==> config.mk <==
export PLATFORM = sky130hd
export DESIGN_NAME = apb_timer_slv
export DESIGN_NICKNAME = d
export VERILOG_FILES = /design/src/rtl/apb_timer_slv_pkg.sv /design/src/rtl/apb_timer_core.sv /design/src/rtl/apb_timer_slv.sv
export SDC_FILE = /design/constraint.sdc
export NUM_CORES = 1
export LEC_CHECK = 0
export BUFFER_PORTS_ARGS = -buffer_cell sky130_fd_sc_hd__clkbuf_2
export CORE_MARGIN = 3
export CORE_UTILIZATION = 55
export CTS_BUF_LIST = sky130_fd_sc_hd__clkbuf_16
export CTS_CLUSTER_DIAMETER = 40
export DETAILED_ROUTE_END_ITERATION = 16
export PLACE_DENSITY_LB_ADDON = 0.25
export SETUP_SLACK_MARGIN = 0.5
export SYNTH_ARGS = -nofsm -noshare
export SYNTH_HDL_FRONTEND = slang
export SYNTH_SLANG_ARGS = --single-unit
==> constraint.sdc <==
create_clock -name hclk -period 4.7 [get_ports hclk]
set_clock_uncertainty 0.1 [all_clocks]
set_input_delay 1.41 -clock hclk [delete_from_list [all_inputs] [get_ports hclk]]
set_output_delay 1.41 -clock hclk [all_outputs]
set_load 0.02 [all_outputs]
==> src/rtl/apb_timer_slv_pkg.sv <==
// -----------------------------------------------------------------------------
// apb_timer_slv_pkg
// Shared definitions for the APB down-counting timer slave:
//   - bus width defines `APB_DATA_WIDTH / `PADDR_WIDTH (kept if already defined)
//   - register word offsets TMR_CTRL_OFS .. TMR_PRESC_OFS
//   - CTRL bit indices
//   - APB access FSM state encoding
//   - addr_err(): decode of illegal accesses
// Build option: `APB_TIMER_PRESCALE_EN maps PRESCALE at 0x10; otherwise 0x10
// is unmapped and errors like any other hole.
// -----------------------------------------------------------------------------
`ifndef APB_DATA_WIDTH
`define APB_DATA_WIDTH 32
`endif
`ifndef PADDR_WIDTH
`define PADDR_WIDTH 32
`endif

package apb_timer_slv_pkg;

    localparam logic [4:0] TMR_CTRL_OFS   = 5'h00;
    localparam logic [4:0] TMR_LOAD_OFS   = 5'h04;
    localparam logic [4:0] TMR_VALUE_OFS  = 5'h08;
    localparam logic [4:0] TMR_STATUS_OFS = 5'h0C;
    localparam logic [4:0] TMR_PRESC_OFS  = 5'h10;

`ifdef APB_TIMER_PRESCALE_EN
    localparam logic [4:0] TMR_LAST_OFS = TMR_PRESC_OFS;
`else
    localparam logic [4:0] TMR_LAST_OFS = TMR_STATUS_OFS;
`endif

    localparam int CTRL_EN_BIT     = 0;
    localparam int CTRL_RELOAD_BIT = 1;
    localparam int CTRL_IRQEN_BIT  = 2;

    localparam logic [1:0] ST_IDLE   = 2'd0;
    localparam logic [1:0] ST_SETUP  = 2'd1;
    localparam logic [1:0] ST_WAIT   = 2'd2;
    localparam logic [1:0] ST_ACCESS = 2'd3;

    // Misaligned, beyond the last mapped word, or a write to read-only VALUE.
    function automatic logic addr_err(input logic [4:0] ofs, input logic wr);
        return (ofs[1:0] != 2'b00) || (ofs > TMR_LAST_OFS) ||
               (wr && (ofs == TMR_VALUE_OFS));
    endfunction

endpackage

==> src/rtl/apb_timer_core.sv <==
// -----------------------------------------------------------------------------
// apb_timer_core
// Timer datapath: CTRL/LOAD/VALUE/PEND registers, optional prescaler,
// underflow handling and the registered interrupt.
// Ports:
//   hclk, hreset          clock, asynchronous active-high reset
//   ctrl_we/load_we/status_we/presc_we  one-cycle commit strobes from the bus
//   wdata                 bus write data
//   ctrl_en/ctrl_reload/ctrl_irqen, load_val, value, pend, presc  register views
//   irq                   registered PEND & IRQEN
// Build option: `APB_TIMER_PRESCALE_EN adds the 8-bit PRESCALE register and
// prescale counter; otherwise the counter ticks every cycle while enabled.
// -----------------------------------------------------------------------------
module apb_timer_core
    import apb_timer_slv_pkg::*;
#(
    parameter int DATA_WIDTH = `APB_DATA_WIDTH
) (
    input  logic                  hclk,
    input  logic                  hreset,
    input  logic                  ctrl_we,
    input  logic                  load_we,
    input  logic                  status_we,
    input  logic                  presc_we,
    input  logic [DATA_WIDTH-1:0] wdata,
    output logic                  ctrl_en,
    output logic                  ctrl_reload,
    output logic                  ctrl_irqen,
    output logic [DATA_WIDTH-1:0] load_val,
    output logic [DATA_WIDTH-1:0] value,
    output logic                  pend,
    output logic [7:0]            presc,
    output logic                  irq
);

    logic                  en_reg, reload_reg, irqen_reg, pend_reg, irq_reg;
    logic [DATA_WIDTH-1:0] load_reg, value_reg;
    logic                  tick, underflow;

`ifdef APB_TIMER_PRESCALE_EN
    logic [7:0] presc_reg, pcnt_reg;

    // Tick on the cycle the counter reaches PRESCALE: one tick per PRESCALE+1 cycles.
    assign tick  = en_reg && (pcnt_reg == presc_reg);
    assign presc = presc_reg;

    always_ff @(posedge hclk or posedge hreset) begin
        if (hreset) begin
            presc_reg <= 8'd0;
            pcnt_reg  <= 8'd0;
        end else begin
            if (presc_we)
                presc_reg <= wdata[7:0];
            if (!en_reg || presc_we || tick)
                pcnt_reg <= 8'd0;
            else
                pcnt_reg <= pcnt_reg + 8'd1;
        end
    end
`else
    wire unused_presc_we = presc_we;

    assign tick  = en_reg;
    assign presc = 8'd0;
`endif

    assign underflow = tick && (value_reg == '0);

    always_ff @(posedge hclk or posedge hreset) begin
        if (hreset) begin
            en_reg     <= 1'b0;
            reload_reg <= 1'b0;
            irqen_reg  <= 1'b0;
            load_reg   <= '0;
            value_reg  <= '0;
            pend_reg   <= 1'b0;
            irq_reg    <= 1'b0;
        end else begin
            // A CTRL write wins over the one-shot auto-disable.
            if (ctrl_we) begin
                en_reg     <= wdata[CTRL_EN_BIT];
                reload_reg <= wdata[CTRL_RELOAD_BIT];
                irqen_reg  <= wdata[CTRL_IRQEN_BIT];
            end else if (underflow && !reload_reg) begin
                en_reg <= 1'b0;
            end

            if (load_we)
                load_reg <= wdata;

            // A LOAD write wins over both decrement and reload.
            if (load_we)
                value_reg <= wdata;
            else if (underflow)
                value_reg <= reload_reg ? load_reg : '0;
            else if (tick)
                value_reg <= value_reg - 1'b1;

            // Underflow wins over a simultaneous W1C.
            if (underflow)
                pend_reg <= 1'b1;
            else if (status_we && wdata[0])
                pend_reg <= 1'b0;

            irq_reg <= pend_reg && irqen_reg;
        end
    end

    assign ctrl_en     = en_reg;
    assign ctrl_reload = reload_reg;
    assign ctrl_irqen  = irqen_reg;
    assign load_val    = load_reg;
    assign value       = value_reg;
    assign pend        = pend_reg;
    assign irq         = irq_reg;

endmodule

==> src/rtl/apb_timer_slv.sv <==
// -----------------------------------------------------------------------------
// apb_timer_slv
// APB down-counting timer slave: access FSM with build-time wait states,
// register decode, error response, and the apb_timer_core datapath.
// Parameters: DATA_WIDTH, ADDR_WIDTH, WAIT_STATES (0..7).
// Ports:
//   hclk, hreset                  clock, asynchronous active-high reset
//   psel, penable, paddr, pwrite, pwdata   APB request (paddr[4:0] decoded)
//   prdata, pready, pslverr       APB response, valid in the completion cycle
//   irq                           registered level interrupt
// Build option: `APB_TIMER_PRESCALE_EN maps PRESCALE at offset 0x10.
// -----------------------------------------------------------------------------
module apb_timer_slv
    import apb_timer_slv_pkg::*;
#(
    parameter int DATA_WIDTH  = `APB_DATA_WIDTH,
    parameter int ADDR_WIDTH  = `PADDR_WIDTH,
    parameter int WAIT_STATES = 1
) (
    input  logic                  hclk,
    input  logic                  hreset,
    input  logic                  psel,
    input  logic                  penable,
    input  logic [ADDR_WIDTH-1:0] paddr,
    input  logic                  pwrite,
    input  logic [DATA_WIDTH-1:0] pwdata,
    output logic [DATA_WIDTH-1:0] prdata,
    output logic                  pready,
    output logic                  pslverr,
    output logic                  irq
);

    logic [1:0] state_reg, state_next, phase;
    logic [2:0] wait_cnt_reg, wait_cnt_next;
    logic [4:0] ofs;
    logic       bad, commit;
    logic       ctrl_we, load_we, status_we, presc_we;
    logic       ctrl_en, ctrl_reload, ctrl_irqen, pend;
    logic [DATA_WIDTH-1:0] load_val, value, rd_word;
    logic [7:0] presc_val;

    wire unused_paddr_hi = &{1'b0, paddr[ADDR_WIDTH-1:5]};

    assign ofs = paddr[4:0];

    // SETUP is the APB setup cycle itself, so it is recognised from the bus
    // while the register still says IDLE. ACCESS always registers back to
    // IDLE; a back-to-back setup in the following cycle is then seen as
    // SETUP directly, which gives the ACCESS->SETUP path without a lost cycle.
    always_comb begin
        phase = state_reg;
        if (state_reg == ST_IDLE && psel && !penable)
            phase = ST_SETUP;
    end

    always_comb begin
        state_next    = ST_IDLE;
        wait_cnt_next = wait_cnt_reg;
        case (phase)
            ST_SETUP: begin
                wait_cnt_next = 3'd0;
                state_next    = (WAIT_STATES > 0) ? ST_WAIT : ST_ACCESS;
            end
            ST_WAIT: begin
                if (!psel)
                    state_next = ST_IDLE;
                else if ((wait_cnt_reg + 3'd1) == 3'(WAIT_STATES))
                    state_next = ST_ACCESS;
                else begin
                    state_next    = ST_WAIT;
                    wait_cnt_next = wait_cnt_reg + 3'd1;
                end
            end
            default: state_next = ST_IDLE;
        endcase
    end

    always_ff @(posedge hclk or posedge hreset) begin
        if (hreset) begin
            state_reg    <= ST_IDLE;
            wait_cnt_reg <= 3'd0;
        end else begin
            state_reg    <= state_next;
            wait_cnt_reg <= wait_cnt_next;
        end
    end

    // A dropped psel in ACCESS completes nothing and commits nothing.
    assign pready  = (state_reg == ST_ACCESS) && psel && penable;
    assign bad     = addr_err(ofs, pwrite);
    assign pslverr = pready && bad;
    assign commit  = pready && pwrite && !bad;

    assign ctrl_we   = commit && (ofs == TMR_CTRL_OFS);
    assign load_we   = commit && (ofs == TMR_LOAD_OFS);
    assign status_we = commit && (ofs == TMR_STATUS_OFS);
    assign presc_we  = commit && (ofs == TMR_PRESC_OFS);

    always_comb begin
        rd_word = '0;
        case (ofs)
            TMR_CTRL_OFS: begin
                rd_word[CTRL_EN_BIT]     = ctrl_en;
                rd_word[CTRL_RELOAD_BIT] = ctrl_reload;
                rd_word[CTRL_IRQEN_BIT]  = ctrl_irqen;
            end
            TMR_LOAD_OFS:   rd_word = load_val;
            TMR_VALUE_OFS:  rd_word = value;
            TMR_STATUS_OFS: rd_word[0] = pend;
`ifdef APB_TIMER_PRESCALE_EN
            TMR_PRESC_OFS:  rd_word[7:0] = presc_val;
`endif
            default:        rd_word = '0;
        endcase
    end

`ifndef APB_TIMER_PRESCALE_EN
    wire unused_presc_val = |presc_val;
`endif

    assign prdata = (pready && !pwrite && !bad) ? rd_word : '0;

    apb_timer_core #(
        .DATA_WIDTH(DATA_WIDTH)
    ) u_core (
        .hclk       (hclk),
        .hreset     (hreset),
        .ctrl_we    (ctrl_we),
        .load_we    (load_we),
        .status_we  (status_we),
        .presc_we   (presc_we),
        .wdata      (pwdata),
        .ctrl_en    (ctrl_en),
        .ctrl_reload(ctrl_reload),
        .ctrl_irqen (ctrl_irqen),
        .load_val   (load_val),
        .value      (value),
        .pend       (pend),
        .presc      (presc_val),
        .irq        (irq)
    );

endmodule

### Word level (Yosys, flattened, before mapping)

Cells that the tools add are included.
Widths: inputs -> output; s select.

* output and inout port bits: 35
* memories: 0
* logic and storage cells: 72
* bits in registers: 74
* RAM bits: 0
* latch bits: 0
* input bits: 69
* ROM bits: 0

* equality and inequality tests: 9
* $lt $le $gt $ge: 1
* reductions and logical operators: 32
* bitwise logic cells: 0
* mux-type cells: 19
* $add $sub $neg: 2
* $mul: 0
* shift operators: 0
* div/mod/pow operators: 0

Operator list (count)
* $mux 32: 5
* $pmux 29 s2: 1
* $logic_not 32->1: 1
* $sub 32x1->32 const B: 1
* $logic_and 1x1->1: 17
* $eq 5x4->1 const B: 2
* $reduce_bool 2->1: 4
* $mux 3: 2
* $pmux 2 s3: 1
* $pmux 3 s2: 1
* $eq 5x3->1 const B: 1
* $gt 5x4->1 const B: 1
* $logic_not 5->1: 1
* $mux 1: 5
* $eq 2x2->1 const B: 2
* $logic_not 1->1: 4
* $mux 2: 2
* $ne 2x2->1 const B: 2
* $pmux 1 s4: 1
* $pmux 2 s2: 1
* $add 3x1->3 const B: 1
* $eq 3x1->1 const B: 1
* $reduce_and 3->1: 1
* $reduce_bool 3->1: 1
* other kinds (3): 4

### Logic depth before layout (Yosys ltp)

* word-level depth: 9
* mapped depth: 10
* mapped depth without buffers: 8

### By module

From an unflattened synthesis, not the netlist that was laid out.

* cells, all modules: 523
* area, all modules: 4705.8 µm²

Modules (own cells, without submodules)
* apb_timer_core: cells each 397, times used 1, sequential area each 1726.7 µm², area an instance 3817.4 µm²
* apb_timer_slv: cells each 126, times used 1, sequential area each 125.1 µm², area an instance 888.4 µm²

### Least setup slack after synthesis

OpenSTA, ideal clock, no wires.

* path kind: in2out
* from: in paddr[3]
* to: out prdata[21]
* arrival time: 2997 ps
* path buffers: 3
* stages: 7
* slack: 193 ps
* path through: clkbuf_1 -> nor2b_1 -> and2_1 -> clkbuf_1 -> clkbuf_1 -> a22oi_1 -> nor2_1

* longest elaborated chain between the ends: 6
* elaborated cells between the ends (all ways): 10
* those cells by class: order compare (1); eq/ne (2); mux (2); reduce/logical (5)

RTL lines
* start: declaration: RTL line apb_timer_slv.sv:24 `input logic [ADDR_WIDTH-1:0] paddr,`
* $gt 5x4->1 / $eq 5x4->1 (equally long branches): RTL line apb_timer_slv_pkg.sv:44, apb_timer_slv_pkg.sv:45, apb_timer_slv.sv:101
* $logic_or 1x1->1 / $logic_and 1x1->1 (equally long branches): RTL line apb_timer_slv_pkg.sv:44, apb_timer_slv_pkg.sv:45
* $logic_or 1x1->1: RTL line apb_timer_slv_pkg.sv:44 `return (ofs[1:0] != 2'b00) || (ofs > TMR_LAST_OFS) ||`
* $logic_not 1->1: RTL line apb_timer_slv.sv:121 `assign prdata = (pready && !pwrite && !bad) ? rd_word : '0;`
* $logic_and 1x1->1: RTL line apb_timer_slv.sv:121
* $mux 32 (*): RTL line apb_timer_slv.sv:121
* end: declaration: RTL line apb_timer_slv.sv:27 `output logic [DATA_WIDTH-1:0] prdata,`

Mark *: on every way between the ends. The rest lies on a longest branch, timed or not.

### Worst setup path after layout

* from: in paddr[4]
* to: out prdata[12]

The elaborated chain is that of the path after synthesis.

==> impl_metrics.ini <==
[clock_tree]
cts-root-buf = clkbuf_16
worst_skew_pair.late_latency_ns = 0.33
cts_buffers = 9
clk_pin_slew_ns = 0.05
clk_path_buf_depth = 2
ctsHoldBuffers = 0
h-tree-depth = 3
cts_tree = done
clock_sinks = 74

[synth]
yosysTopAreaCellShare_pct = 40.5
ys_seq_elements = 74
syn-num-nets = 647
synthCells = 573
synth_area_leaders = dfrtp_1 41%, nand2_1 11%, a22oi_1 5.9%
synth_edf_count = 0
ys_warn_count = 0
avgSynthCellArea_um2 = 7.97
synth.distinct_cells = 59
async_flop_share_pct = 100
ys_seq_area_share_pct = 40.5
synth_ff_type = dfrtp_1
synth_area_leader_cell = dfrtp_1
syn_area_um2 = 4570

[layout]
antennaDiodeCount = 0
nets = 714
finalNonFillerCells = 746
final_layout_size_suffix_gt1_share_pct = 21.6
area_growth_pct = 22.4
final_cell_area_um2 = 5590
final_util_pct = 70.9

[route]
drtIter0Drc = 465
wl_mm = 13.8
drc_errors = 0
via_count = 4755
drtAntennaViolNets = 0
vias_per_cell = 6.37
first_pass_iters = 5
wl_per_cell_um = 18.5

[min_path]
worstHoldStart = u_core.load_val[0]$_DFFE_PP0P_
hp-class = register to register

[timing]
hold_viol_final = 0
rsz0062_at_grt = yes
min_period_ns = 4.28
tns_ns = 0
max-slew-margin-rel_pct = 42.6
setup_violations = 0
worstMarginPinSlew_ns = 0.853
drv_slew = 0
fin_crit_sh_pct = 91.0
max_freq_mhz = 234
setup_ws_ns = 0.423
whs_ns = 0.403

[critical_path]
r2r-start = u_core.value[8]$_DFFE_PP0P_
path_max_fanout = 29
criticalPathCategory = input port to primary output
startpoint_type = input port
worst_ep_required_time_ns = 3.19
endpoint_kind = primary output
critPathLaunch = paddr[4]
slowest_stage = nor3_1
cpPeakStageDelay_ns = 0.28
path_cells = buf_6 -> buf_4 -> nor3_1 -> and2_1 -> buf_12 -> a22oi_1 -> nor2_1 -> buf_4
path_buf_inv = 4
crit_top_cell = buf_4
cp_top_family = simple AND/OR/NAND/NOR gates
cp.arrival_ns = 2.77

[global_route]
grt_overflow = 0
grt_use_total_pct = 28.7
antenna_found_initial = 0
first_global_vias = 4682
grt_max_degree = 60
grt_pass1_wl_mm = 22.4

[die]
die_width_um = 97.1
dieArea_um2 = 9440
ios = 104
row_count = 32
die-height_um = 97.1
start_util_pct = 57.9
core_area_um2 = 7890

[run_status]
status = finished clean

[pwr]
finalPower_mw = 1.58
powerDensity_nw_per_um2 = 283
leakagePower_nw = 2.64
vdd_drop_max_mv = 0.215

[place]
placement.io_buffers = 76
dp.cells = 723
post_dp_cell_area_um2 = 5050
gp_congestion = 0.915
dp_slack_ns = 0.424
dp_hpwl_mm = 8.78

[run]
max-cap-violations = 0
[logic make-up (layout without fill, tap and decap cells)]
| logic type | after synthesis | count (layout) | synth area share [%] |
|---|---|---|---|
| simple gates | 274 | 274 | 27.7 |
| fa+ha+maj | 5 | 5 | 1.37 |
| flops | 74 | 74 | 40.5 |
| xor+xnor | 16 | 16 | 3.07 |
| buf+inv | 54 | 125 | 5.23 |
| mux | 11 | 11 | 2.79 |
| compound gates | 139 | 139 | 19.3 |
[area by class of cell]
cell class              count  area (µm²)
clock buffers               9         225
clock inverters             6        50.0
fillers                   651        2300
inverters                  12        45.0
multi-input cells         445        2530
flip-flops and latches     74        1850
well taps                 102         128
repair buffers             98         756
[where the power goes]
part	leakage, nW	switching, mW	internal (mW)
logic	1.51	0.109	0.0770
clock network	0.139	0.257	0.400
registers	0.989	0.0701	0.669
total	2.64	0.436	1.15
[metal layers]
metal	wire length, µm	track usage [%]	up-vias
li1	-	-	2164
met1	5610	37.1	2280
met2	6720	46.9	266
met3	1070	4.59	45
met4	424	13.8	0
met5	0	0	-
[tightest hold or removal path: cells and delay by family, from the launching register on]
kind | cells | cell delay, ns
flops | 1 | 0.36
simple gates | 2 | 0.11
[cells in the final DEF (no fill, tap or decap), types with 4 or more instances in the layout]
master     count
inv_1         11
a21oi_1       33
clkinv_1       4
mux2_2         4
buf_4         35
nand3_1       12
nand4_1        8
nand2_1      128
ha_1           5
mux2i_1        6
clkbuf_16     10
a22oi_1       34
dfrtp_1       74
nor2_1        56
buf_6          9
nor3_1        16
clkbuf_2      46
nor2_2        10
o21ai_0       35
or3_1          5
a31oi_1       10
xor2_1        13
nor4_1         9
[synthesized netlist by cell type, drive strengths merged, types with 7 or more instances]
cell type and number:
buf 7, xor2 13, nand4 8, clkbuf 35, nor4 14, dfrtp 74
nor2 67, nand2 128, a21oi 33, a31oi 10, a22oi 36, o21ai 36
nand3 12, nor3 16, inv 11
[path summary, 6_finish.rpt]
check,endpoint,slack (ns),cells past startpoint
worst max-delay path,prdata[12],0.42,8
worst min register to register,u_core.load_val[0]$_DFFE_PP0P_,0.40,2
max in group asynchronous,u_core.load_val[0]$_DFFE_PP0P_,2.62,3
worst min-delay path,u_core.load_val[0]$_DFFE_PP0P_,0.40,2
worst max register to register,u_core.value[9]$_DFFE_PP0P_,1.31,7
min in group asynchronous,u_core.load_val[29]$_DFFE_PP0P_,1.06,2
[repair_timing]
item | in CTS | in global routing
endpoints found under the setup margin | 29 | 31
cloned | 2 | 1
pin swaps | 1 | 8
buffers inserted | 2 | 3
gates resized for setup | 22 | 51
(Power assumes the default switching activity.)
